## config.mk

```make
export PLATFORM = sky130hd
export DESIGN_NAME = piso_shift_register
export DESIGN_NICKNAME = d
export VERILOG_FILES = /design/src/rtl/piso_shift_register.sv
export SDC_FILE = /design/constraint.sdc
export NUM_CORES = 1
export LEC_CHECK = 0
export CORE_AREA = 2 2 39 41
export CTS_CLUSTER_SIZE = 12
export DETAILED_ROUTE_END_ITERATION = 7
export DIE_AREA = 0 0 41 43
export PLACE_DENSITY = 0.62
export SLEW_MARGIN = 0
export SYNTH_ARGS = -nofsm -noshare
export SYNTH_HDL_FRONTEND = slang
export SYNTH_SLANG_ARGS = --single-unit
```

## constraint.sdc

```tcl
create_clock -name clk -period 1.35 [get_ports clk]
set_input_delay 0.27 -clock clk [delete_from_list [all_inputs] [get_ports clk]]
set_output_delay 0.27 -clock clk [all_outputs]
set_load 0.03 [all_outputs]
```

## src/rtl/piso_shift_register.sv

```systemverilog
// Parallel-in/serial-out transmitter: a WIDTH-bit word goes out on serial_out, one bit per clk.
// Latency: the word is accepted at edge T0 and its bits occupy cycles T0+1 .. T0+WIDTH.
// Backpressure: ready is low while a word is shifting. It rises in the last-bit cycle so the next word can follow with no gap.
//
// Ports:
//   clk, rst           rising-edge clock, asynchronous active-high reset
//   load, data_in      word offer; the word is taken on an edge where load && ready
//   ready              transmitter can take a word this cycle
//   serial_out         serial data bit
//   bit_valid, last    framing: bit present / final bit of the word
module piso_shift_register #(
   parameter int WIDTH     = 4,
   parameter bit MSB_FIRST = 1'b1
) (
   input  logic             clk,
   input  logic             rst,
   input  logic             load,
   input  logic [WIDTH-1:0] data_in,
   output logic             ready,
   output logic             serial_out,
   output logic             bit_valid,
   output logic             last
);

   localparam int CW = (WIDTH > 1) ? $clog2(WIDTH) : 1;
   localparam logic [CW-1:0] CNT_LAST   = CW'(WIDTH - 1);
   localparam logic [CW-1:0] CNT_PENULT = CW'(WIDTH - 2);

   typedef enum logic {
      IDLE  = 1'b0,
      SHIFT = 1'b1
   } state_t;

   state_t           state;
   logic [WIDTH-1:0] shreg;
   logic [CW-1:0]    cnt;

   // The first bit goes straight to serial_out at accept time. The shift
   // register keeps only the bits still to be sent, which is why the
   // shifted copy of data_in is loaded rather than data_in itself.
   logic             data_first;
   logic [WIDTH-1:0] data_rest;
   logic             shreg_first;
   logic [WIDTH-1:0] shreg_rest;

   assign data_first  = MSB_FIRST ? data_in[WIDTH-1] : data_in[0];
   assign data_rest   = MSB_FIRST ? (data_in << 1)   : (data_in >> 1);
   assign shreg_first = MSB_FIRST ? shreg[WIDTH-1]   : shreg[0];
   assign shreg_rest  = MSB_FIRST ? (shreg << 1)     : (shreg >> 1);

   always_ff @(posedge clk or posedge rst) begin
      if (rst) begin
         state      <= IDLE;
         shreg      <= '0;
         cnt        <= '0;
         serial_out <= 1'b0;
         bit_valid  <= 1'b0;
         last       <= 1'b0;
         ready      <= 1'b1;
      end else if (load && ready) begin
         // ready is high only in IDLE or in the last-bit cycle, so this
         // covers both a fresh start and a gapless back-to-back word.
         state      <= SHIFT;
         shreg      <= data_rest;
         cnt        <= '0;
         serial_out <= data_first;
         bit_valid  <= 1'b1;
         last       <= 1'b0;
         ready      <= 1'b0;
      end else if (state == SHIFT && cnt != CNT_LAST) begin
         cnt        <= cnt + CW'(1);
         shreg      <= shreg_rest;
         serial_out <= shreg_first;
         bit_valid  <= 1'b1;
         // The counter is moving to WIDTH-1. That makes the next cycle the
         // last-bit cycle, which is also the cycle in which ready reopens.
         last       <= (cnt == CNT_PENULT);
         ready      <= (cnt == CNT_PENULT);
      end else begin
         state      <= IDLE;
         cnt        <= '0;
         serial_out <= 1'b0;
         bit_valid  <= 1'b0;
         last       <= 1'b0;
         ready      <= 1'b1;
      end
   end

endmodule
```

==> reports/qor.csv <==
stage,metric,value,unit
run_status,outcome,finished clean,
setup_path,cp.arrival,1020,ps
floorplan,io_pins,11,
flow_run,drv_cap,0,
grt,grt_pass1_vias,301,
final_layout,layout-drive-gt1-share,18.8,%
logic_synthesis,yosysSeqAreaShare,58.3,%
timing,finalHoldViolations,0,
floorplan,die_x,41,um
placement,dp_cells,60,
drt,vias,293,
drt,wire_per_inst,11.7,um
logic_synthesis,syn_area,432,um2
power_and_ir_drop,internal-power,773,uW
clock_tree,cts_root_buf,clkbuf_4,
power_and_ir_drop,comb_power_share,40.6,%
setup_path,max_stage_delay,580,ps
floorplan,num_rows,14,
logic_synthesis,yosysMostFrequentCell,dfrtp_1,
final_layout,multiInputGateArea,158,um2
logic_synthesis,synthTopCellsByArea,"dfrtp_1 52%, nand2b_4 6.4%, dfstp_2 6.1%, ha_1 5.8%, mux2i_1 4.6%",
timing,min_period_over_period,95.2,%
power_and_ir_drop,powerDensity,2210,nW/um2
setup_path,crit_cells,1,
grt,antenna_found_initial,0,
timing,fmax,778,MHz
setup_path,worstSetupStartpointType,flop,
placement,dpl_cell_area,534,um2
drt,first_pass_iters,3,
setup_path,worst-path-max-fanout,5,
drt,totalWireLength,748,um
timing,setup_viol,0,
logic_synthesis,synthDistinctLibCells,16,
drt,via_per_inst,4.58,
logic_synthesis,ys_ff_latch,10,
power_and_ir_drop,ir_drop,0.917,mV
clock_tree,numCtsBuffers,3,
power_and_ir_drop,p_leak,0.268,nW
floorplan,design.die.area,1760,um2
setup_path,worstPathRequired,1080,ps
final_layout,finalNetCount,58,
clock_tree,clock_path_buffers,2,
power_and_ir_drop,power_frac_seq,41.7,%
logic_synthesis,ys_top_cells_by_count,"9 x dfrtp_1, 4 x nor2_1, 3 x nand2_1",
drt,drc,0,
timing,skew,10.6,ps
logic_synthesis,async_flop_share,100,%
setup_path,cp_slowest_cell,dfstp_2,
setup_path,crit_path_cell_trace,buf_4,
placement,io_buffers,10,
clock_tree,cts_tree,done,
final_layout,fill_cells,144,
timing,finalSetupTns,0,ps
timing,period_minus_slack,1290,ps
timing,rsz0062_at_grt,false,
timing,tightest_slew,394,ps
timing,drv_slew,0,
drt,detail_route.iter0.violations,3,
final_layout,seq_area,251,um2
logic_synthesis,synth_flop_cell,dfrtp_1,
logic_synthesis,yosysWarnings,0,
placement,dp_hpwl,535,um
power_and_ir_drop,power_frac_clock,17.6,%
logic_synthesis,yosys.area.top_type_share,52.2,%
floorplan,die_h,43,um
clock_tree,h-tree-depth,1,
clock_tree,post_cts_buffers,0,
final_layout,final_cells,64,
drt,ant_nets,0,
power_and_ir_drop,swShare,37.3,%
setup_path,cp-end-kind,primary output,
grt,grt_max_degree,11,
grt,grtUsageTotal,11.4,%
logic_synthesis,synth_top_area_cell,dfrtp_1,
grt,overflow,0,
setup_path,rr_worst_depth,4,
grt,grt_pass1_wl,1290,um
logic_synthesis,synth_edf_count,0,
clock_tree,cts_sinks,10,
clock_tree,path_clk_slew,70,ps
logic_synthesis,syn-num-nets,44,
clock_tree,clock_latency,270,ps
final_layout,antenna_cells,0,
floorplan,initial_utilization,31.2,%
timing,slew_headroom,73.7,%
final_layout,final_area,557,um2
hold_path,hold_class,in2async,
setup_path,crit_type,reg2out,
floorplan,core,1380,um2
final_layout,syn_to_final_growth,29.0,%
logic_synthesis,syn_avg_cell_area,12.3,um2
logic_synthesis,synth_cells,35,
placement,gp_congestion,0.669,
setup_path,cp_num_buf_inv,1,
power_and_ir_drop,p_switching,459,uW
setup_path,cp_top_family,flip-flops,
power by group through the flow:
stage / logic, mW / registers [mW] / clock network, mW
5_1_grt: 0.557 / 0.532 / 0.242
6_report: 0.501 / 0.514 / 0.217
2_1_floorplan: 0.326 / 0.605 / 0
3_5_place_dp: 0.532 / 0.522 / 0
3_3_place_gp: 0.525 / 0.517 / 0
4_1_cts: 0.511 / 0.516 / 0.226
cells in the final DEF (no fill, tap or decap):
cell             instances
a21oi_2                  1
nand2_2                  1
mux2i_1                  2
clkbuf_1                 1
nand2_1                  3
clkdlybuf4s50_1          6
a21oi_1                  2
o21a_1                   1
a32o_1                   1
nand3_1                  2
dfstp_2                  1
nor2_1                   4
ha_1                     2
dfrtp_1                  9
inv_1                    2
and2_1                   1
buf_4                    1
nand2b_4                 2
clkbuf_4                 3
dlygate4sd2_1            3
state kept, by name, indices dropped and copies added (netlist names):
signal / flops
shreg: 3
serial_out: 1
last: 1
cnt: 2
bit_valid: 1
ready: 1
state: 1
area by class of cell:
type	count	share of cell area (%)
Sequential cell	10	45.2
Multi-Input combinational cell	22	28.3
Timing Repair Buffer	10	16.9
Clock buffer	4	4.72
Tap cell	16	3.60
Inverter	2	1.35
metrics by stage:
stage	util [%]	worst slack, ps	hold slack (ps)	total power, mW
after floorplan	-	210	109	0.931
after global placement	38.6	62.4	448	1.04
after detailed placement	38.6	57.5	457	1.05
after CTS	40.2	52.7	280	1.25
after global routing	40.2	21.5	305	1.33
final	40.2	64.7	276	1.23
repair_timing:
item,in CTS,in global routing
endpoints found under the hold margin,0,0
endpoints found under the setup margin,3,0
resized for setup,3,0
hold buffers,0,0
worst paths after layout:
path	start	endpoint	slack [ps]
max	ready$_DFF_PP1_	ready	60
min	rst	bit_valid$_DFF_PP0_	280
max reg2reg	cnt[0]$_DFF_PP0_	shreg[3]$_DFFE_PP0P_	200
min reg2reg	cnt[0]$_DFF_PP0_	cnt[0]$_DFF_PP0_	460
max in group asynchronous	rst	ready$_DFF_PP1_	740
min in group clk	cnt[0]$_DFF_PP0_	cnt[0]$_DFF_PP0_	460
worst register-to-register path, cell delays in order (launching register included):
cell	delay [ps]
dfrtp_1	400
ha_1	200
nand2b_4	180
mux2i_1	130
a21oi_1	160
logic make-up (layout without fill, tap and decap cells):
| group | count (synthesis) | after routing | synth area share (%) |
|---|---|---|---|
| adder cells (fa/ha/maj) | 2 | 2 | 5.80 |
| buffers and inverters | 3 | 16 | 5.22 |
| AO/OA/AOI/OAI | 5 | 5 | 8.41 |
| multiplexers | 2 | 2 | 4.64 |
| flip-flops | 10 | 10 | 58.3 |
| AND/OR/NAND/NOR | 13 | 13 | 17.7 |
metal layers:
metal / track usage [%] / share of wire (%) / vias up
met2: 15.3 / 49 / 8
met4: 8.00 / 1.9 / 0
met3: 6.28 / 4.8 / 2
li1: - / - / 141
met1: 13.2 / 44 / 142
met5: 0 / 0 / -
(Power assumes the default switching activity.)
